`src/rtl/filter_ctrl_pkg.sv`:
```
// ---------------------------------------------------------------------------
// filter_ctrl_pkg : shared state encoding and defaults for the filter sequencer
// Revision 1.0
// ---------------------------------------------------------------------------
`default_nettype none

package filter_ctrl_pkg;

  localparam int STATE_W = 2;

  localparam logic [STATE_W-1:0] ST_IDLE  = 2'd0;
  localparam logic [STATE_W-1:0] ST_RUN   = 2'd1;
  localparam logic [STATE_W-1:0] ST_DRAIN = 2'd2;
  localparam logic [STATE_W-1:0] ST_DONE  = 2'd3;

  localparam int KERNEL_DEF   = 5;
  localparam int PIPE_LAT_DEF = 6;

endpackage

`default_nettype wire

```
`src/rtl/raster_counter.sv`:
```
// ---------------------------------------------------------------------------
// raster_counter : column/row tracker with last-pixel and window-inside flags
// Revision 1.0
// ---------------------------------------------------------------------------
`default_nettype none

module raster_counter
  import filter_ctrl_pkg::*;
#(
  parameter int COL_WIDTH = 11,
  parameter int ROW_WIDTH = 11,
  parameter int KERNEL    = KERNEL_DEF
) (
  input  logic                 clk,
  input  logic                 rstn,
  input  logic                 clear,
  input  logic                 inc,
  input  logic [COL_WIDTH-1:0] width,
  input  logic [ROW_WIDTH-1:0] height,
  output logic [COL_WIDTH-1:0] col,
  output logic [ROW_WIDTH-1:0] row,
  output logic                 last_pixel,
  output logic                 win_inside
);

  logic col_at_end;

  assign col_at_end = (col == width - COL_WIDTH'(1));
  assign last_pixel = col_at_end && (row == height - ROW_WIDTH'(1));
  assign win_inside = (col >= COL_WIDTH'(KERNEL - 1)) && (row >= ROW_WIDTH'(KERNEL - 1));

  always_ff @(posedge clk or negedge rstn) begin
    if (!rstn) begin
      col <= '0;
      row <= '0;
    end else if (clear) begin
      col <= '0;
      row <= '0;
    end else if (inc) begin
      if (col_at_end) begin
        col <= '0;
        row <= row + ROW_WIDTH'(1);
      end else begin
        col <= col + COL_WIDTH'(1);
      end
    end
  end

endmodule

`default_nettype wire

```
`src/rtl/filter_seq_ctrl.sv`:
```
// ---------------------------------------------------------------------------
// filter_seq_ctrl : frame sequencer for the Y-channel filter chain
// Revision 1.0
// ---------------------------------------------------------------------------
`default_nettype none

module filter_seq_ctrl
  import filter_ctrl_pkg::*;
#(
  parameter int COL_WIDTH = 11,
  parameter int ROW_WIDTH = 11,
  parameter int KERNEL    = KERNEL_DEF,
  parameter int PIPE_LAT  = PIPE_LAT_DEF
) (
  input  logic                 clk,
  input  logic                 rstn,
  input  logic                 i_start,
  input  logic                 i_abort,
  input  logic [COL_WIDTH-1:0] i_width,
  input  logic [ROW_WIDTH-1:0] i_height,
  input  logic                 i_valid,
  output logic                 o_ready,
  output logic                 o_en,
  output logic                 o_lb_wen,
  output logic [COL_WIDTH-1:0] o_col,
  output logic [ROW_WIDTH-1:0] o_row,
  output logic                 o_win_valid,
  output logic                 o_busy,
  output logic                 o_done,
  output logic                 o_cfg_err
);

  localparam int                 DRAIN_W    = (PIPE_LAT > 1) ? $clog2(PIPE_LAT) : 1;
  localparam logic [DRAIN_W-1:0] DRAIN_LOAD = DRAIN_W'(PIPE_LAT - 1);

  logic [STATE_W-1:0]   state, state_nxt;
  logic [COL_WIDTH-1:0] width_q;
  logic [ROW_WIDTH-1:0] height_q;
  logic [DRAIN_W-1:0]   drain_cnt;
  logic [COL_WIDTH-1:0] col;
  logic [ROW_WIDTH-1:0] row;
  logic                 last_pixel, win_inside;
  logic                 size_ok, start_ok, abort_act, accept, cnt_clear;

  assign size_ok   = (i_width >= COL_WIDTH'(KERNEL)) && (i_height >= ROW_WIDTH'(KERNEL));
  assign start_ok  = (state == ST_IDLE) && i_start && !i_abort && size_ok;
  assign abort_act = (state != ST_IDLE) && i_abort;
  assign accept    = i_valid && o_ready;
  assign cnt_clear = start_ok || abort_act;

  raster_counter #(
    .COL_WIDTH (COL_WIDTH),
    .ROW_WIDTH (ROW_WIDTH),
    .KERNEL    (KERNEL)
  ) u_raster (
    .clk        (clk),
    .rstn       (rstn),
    .clear      (cnt_clear),
    .inc        (accept),
    .width      (width_q),
    .height     (height_q),
    .col        (col),
    .row        (row),
    .last_pixel (last_pixel),
    .win_inside (win_inside)
  );

  always_ff @(posedge clk or negedge rstn) begin
    if (!rstn) state <= ST_IDLE;
    else       state <= state_nxt;
  end

  always_comb begin
    state_nxt = state;
    case (state)
      ST_IDLE:  if (start_ok) state_nxt = ST_RUN;
      ST_RUN: begin
        if (i_abort)                   state_nxt = ST_IDLE;
        else if (accept && last_pixel) state_nxt = ST_DRAIN;
      end
      ST_DRAIN: begin
        if (i_abort)                state_nxt = ST_IDLE;
        else if (drain_cnt == '0)   state_nxt = ST_DONE;
      end
      default:  state_nxt = ST_IDLE;
    endcase
  end

  // Abort drops ready in the same cycle so no pixel is taken on the way out.
  always_comb begin
    o_ready = (state == ST_RUN) && !i_abort;
    o_busy  = (state != ST_IDLE);
    o_done  = (state == ST_DONE);
  end

  always_ff @(posedge clk or negedge rstn) begin
    if (!rstn) begin
      width_q  <= '0;
      height_q <= '0;
    end else if (start_ok) begin
      width_q  <= i_width;
      height_q <= i_height;
    end
  end

  always_ff @(posedge clk or negedge rstn) begin
    if (!rstn)                                       drain_cnt <= '0;
    else if (abort_act)                              drain_cnt <= '0;
    else if ((state == ST_RUN) && accept && last_pixel) drain_cnt <= DRAIN_LOAD;
    else if ((state == ST_DRAIN) && (drain_cnt != '0))  drain_cnt <= drain_cnt - DRAIN_W'(1);
  end

  always_ff @(posedge clk or negedge rstn) begin
    if (!rstn) begin
      o_en        <= 1'b0;
      o_lb_wen    <= 1'b0;
      o_col       <= '0;
      o_row       <= '0;
      o_win_valid <= 1'b0;
      o_cfg_err   <= 1'b0;
    end else begin
      o_en        <= accept;
      o_lb_wen    <= accept;
      o_col       <= accept ? col : '0;
      o_row       <= accept ? row : '0;
      o_win_valid <= accept && win_inside;
      o_cfg_err   <= (state == ST_IDLE) && i_start && !i_abort && !size_ok;
    end
  end

endmodule

`default_nettype wire

```
`config.mk`:
```
export PLATFORM = sky130hd
export DESIGN_NAME = filter_seq_ctrl
export DESIGN_NICKNAME = d
export VERILOG_FILES = /design/src/rtl/filter_ctrl_pkg.sv /design/src/rtl/raster_counter.sv /design/src/rtl/filter_seq_ctrl.sv
export SDC_FILE = /design/constraint.sdc
export NUM_CORES = 1
export LEC_CHECK = 0
export CORE_ASPECT_RATIO = 2
export CORE_MARGIN = 4
export CORE_UTILIZATION = 50
export CTS_BUF_LIST = sky130_fd_sc_hd__clkbuf_16
export CTS_CLUSTER_DIAMETER = 30
export CTS_CLUSTER_SIZE = 30
export DETAILED_ROUTE_END_ITERATION = 16
export GPL_TIMING_DRIVEN = 0
export PLACE_DENSITY = 0.8
export SLEW_MARGIN = 20
export SYNTH_ARGS = -nofsm -noshare
export SYNTH_HDL_FRONTEND = slang
export SYNTH_SLANG_ARGS = --single-unit
```
`constraint.sdc`:
```
create_clock -name clk -period 5.9 [get_ports clk]
set_input_delay 1.475 -clock clk [delete_from_list [all_inputs] [get_ports clk]]
set_output_delay 1.475 -clock clk [all_outputs]
set_load 0.03 [all_outputs]
```
==> qor.yml <==
run_status:
  status: "completed"
global_routing:
  grt_busiest_layer: "met2"
  grt_use_total: 0.219
  antenna_found_initial: 0
  grt_pass1_wl_um: 16500
  grt_pass1_vias: 3512
  use_met3: 0.0419
  grt_max_degree: 49
  use_met2: 0.405
  grt.overflow.total: 0
  grt_use_met1: 0.214
power_and_ir_drop:
  p_sw_mw: 0.398
  netSwitchingFraction: 0.286
  p_comb_frac: 0.186
  max-vdd-ir-drop_mv: 0.282
  cellLeakagePower_nw: 2.12
  p_int_mw: 0.992
  powerDensity_nw_per_um2: 270
  pwr-share-clk: 0.389
  p_seq_frac: 0.424
place:
  gp_congestion: 0.935
  io_buffer_count: 55
  dp_hpwl_um: 7600
final_layout:
  drive_above_1_share: 0.120
  final_cell_mix: "74 x dfrtp_1, 54 x clkdlybuf4s50_1, 32 x nand2_1"
  utilization: 0.643
  area_growth_pct: 23.8
  layout_commonest_cell: "dfrtp_1"
  diodes: 0
  final_nets: 520
synth:
  ys.flop_type: "dfrtp_1"
  synth_enable_flop_cells: 0
  yosysUniqueCellTypes: 55
  async_reset_ff_frac: 1.00
  yosysTopAreaCellShare: 0.446
  synth-seq-cells: 74
  ys_top_cells_by_area: "dfrtp_1 45%, mux2_2 6.5%, xnor2_1 5.3%, mux2i_1 3.1%, nand2_1 2.9%"
  seq_area_frac_synth: 0.446
  syn_area_sq_um: 4160
  synthesis.nets: 453
  synth_area_leader_cell: "dfrtp_1"
  postSynthAreaPerCell_sq_um: 9.94
  synth_cells: 418
  yosysWarnings: 0
timing:
  maxSlewViolCount: 0
  finalSetupViolCount: 0
  setup_tns_ns: 0
  fin_crit_ns: 4.49
  fin_worst_skew_ns: 0.00572
  slew_headroom: 0.215
  rsz0062_at_grt: "false"
  worst_pin_slew_ns: 1.17
  fmax_mhz: 223
  hold_viol: 0
  whs_ns: 0.556
  fin_crit_sh: 0.762
clock_tree:
  numCtsBuffers: 9
  cts_resized: 0
  cts.sinks: 74
  ctsHoldBuffers: 0
  cts_tree: "done"
  clock_path_buffers: 2
  clkSlewWorstSetupHoldPaths_ns: 0.06
  post_cts_buffers: 0
  htreeDepth: 3
  cts-root-buf: "clkbuf_16"
  clock_latency_ns: 0.34
worst_setup_path:
  worst_ep_required_time_ns: 4.43
  worstSetupStartpointType: "primary input"
  cp.arrival_ns: 3.02
  critPathKind: "primary input to output pin"
  crit_fanout: 7
  crit_chain: "clkdlybuf4s50_1 -> nor3b_1 -> clkdlybuf4s50_1"
  end_kind: "output pin"
  slowest_stage: "clkdlybuf4s50_1"
  cp_common_cell: "clkdlybuf4s50_1"
  slowest_delay_ns: 0.73
worst_hold_path:
  hold_path_class: "flip-flop to flip-flop"
job:
  maxCapViolations: 0
die:
  io_pins: 56
  die_h_um: 137
  die_w_um: 72.5
  dieArea_sq_um: 9920
  core_area_sq_um: 8000
  rows: 46
  start_util: 0.519
drt:
  wl_per_cell_um: 17.4
  postRouteAntennaNets: 0
  drtIter0Drc: 206
  drt_first_pass_iters: 4
  via_count: 3421
  routed_via_density: 5.84
  routed_wl_um: 10200
  drc: 0
[state kept, by name, summed over array words and instances, names as in the netlist]
| register | count |
|---|---|
| drain_cnt | 3 |
| height_q | 11 |
| u_raster.row | 11 |
| state | 2 |
| o_cfg_err | 1 |
| width_q | 11 |
| o_win_valid | 1 |
| o_col | 11 |
| o_lb_wen | 1 |
| u_raster.col | 11 |
| o_row | 11 |
[worst max-delay path: cells and delay by family]
family                 cells  cell delay, ns
buffers and inverters      2            1.24
AND/OR/NAND/NOR            1            0.30
[power groups by stage]
stage	clock network (mW)	registers, mW	logic [mW]
floorplan	0	0.582	0.184
global placement	0	0.596	0.243
detailed placement	0	0.598	0.255
CTS	0.546	0.589	0.259
global route	0.573	0.594	0.283
finish	0.541	0.590	0.259
[area by class of cell]
cell class,count,area [sq um]
Timing Repair Buffer,56,576
Fill cell,637,2850
Buffer,23,116
Inverter,22,82.6
Clock buffer,9,225
Tap cell,96,120
Multi-Input combinational cell,299,2100
Sequential cell,74,1850
Clock inverter,7,70.1
[routing by layer]
metal | wire, um | vias to the layer above
li1 | - | 1614
met1 | 3560 | 1685
met2 | 5710 | 86
met3 | 340 | 36
met4 | 572 | 0
met5 | 0 | -
[path summary, 6_finish.rpt]
check / startpoint / end / slack, ns / cells past startpoint
setup / recovery: i_abort / o_ready / 1.41 / 3
hold / removal: width_q[8] / width_q[8] / 0.56 / 1
setup reg to reg: width_q[3] / state[0] / 2.66 / 8
hold reg to reg: width_q[8] / width_q[8] / 0.56 / 1
max in group asynchronous: rstn / width_q[3] / 4.29 / 2
min in group asynchronous: rstn / u_raster.row[5] / 1.04 / 1
[logic make-up (layout without fill, tap and decap cells)]
kind of cell             count (synthesis)  count (layout)  synth area share
AO/OA/AOI/OAI                           45              45            0.0801
XOR/XNOR                                31              31            0.0653
adder cells (fa/ha/maj)                  8               8            0.0241
buffers and inverters                   45             117            0.0479
flip-flops                              74              74             0.446
multiplexers                            38              38             0.102
AND/OR/NAND/NOR                        177             177             0.235
[per-stage QoR]
step / setup WS [ns] / total power [mW] / cell area, sq um / instances
finish: 1.41 / 1.39 / 5150 / 586
global route: 1.32 / 1.45 / 5150 / 586
global placement: 0.934 / 0.839 / 4830 / 569
CTS: 1.40 / 1.39 / 5150 / 586
floorplan: 2.17 / 0.766 / 4160 / 418
detailed placement: 1.42 / 0.853 / 4850 / 570
[synthesized netlist by cell type (2+ instances only)]
cell type	n
nand3_1	8
xnor2_1	25
nor2_1	31
a31oi_1	8
xor2_1	6
buf_6	2
nand4b_1	2
nor4b_1	3
nor2b_1	5
or3_2	2
or3_1	2
and2_1	16
mux2i_1	13
nor3b_1	4
o21ai_0	7
clkbuf_1	17
mux2_2	24
nor4_1	19
a31o_2	4
a221oi_1	2
nand4_1	5
o211ai_1	3
and3_1	9
nand2_1	32
nand2b_1	12
a21oi_1	5
inv_1	22
o311ai_0	2
o2bb2ai_1	2
o2111ai_1	3
dfrtp_1	74
nor3_1	19
ha_1	8
Note: power is estimated with default switching activity, not from simulation.
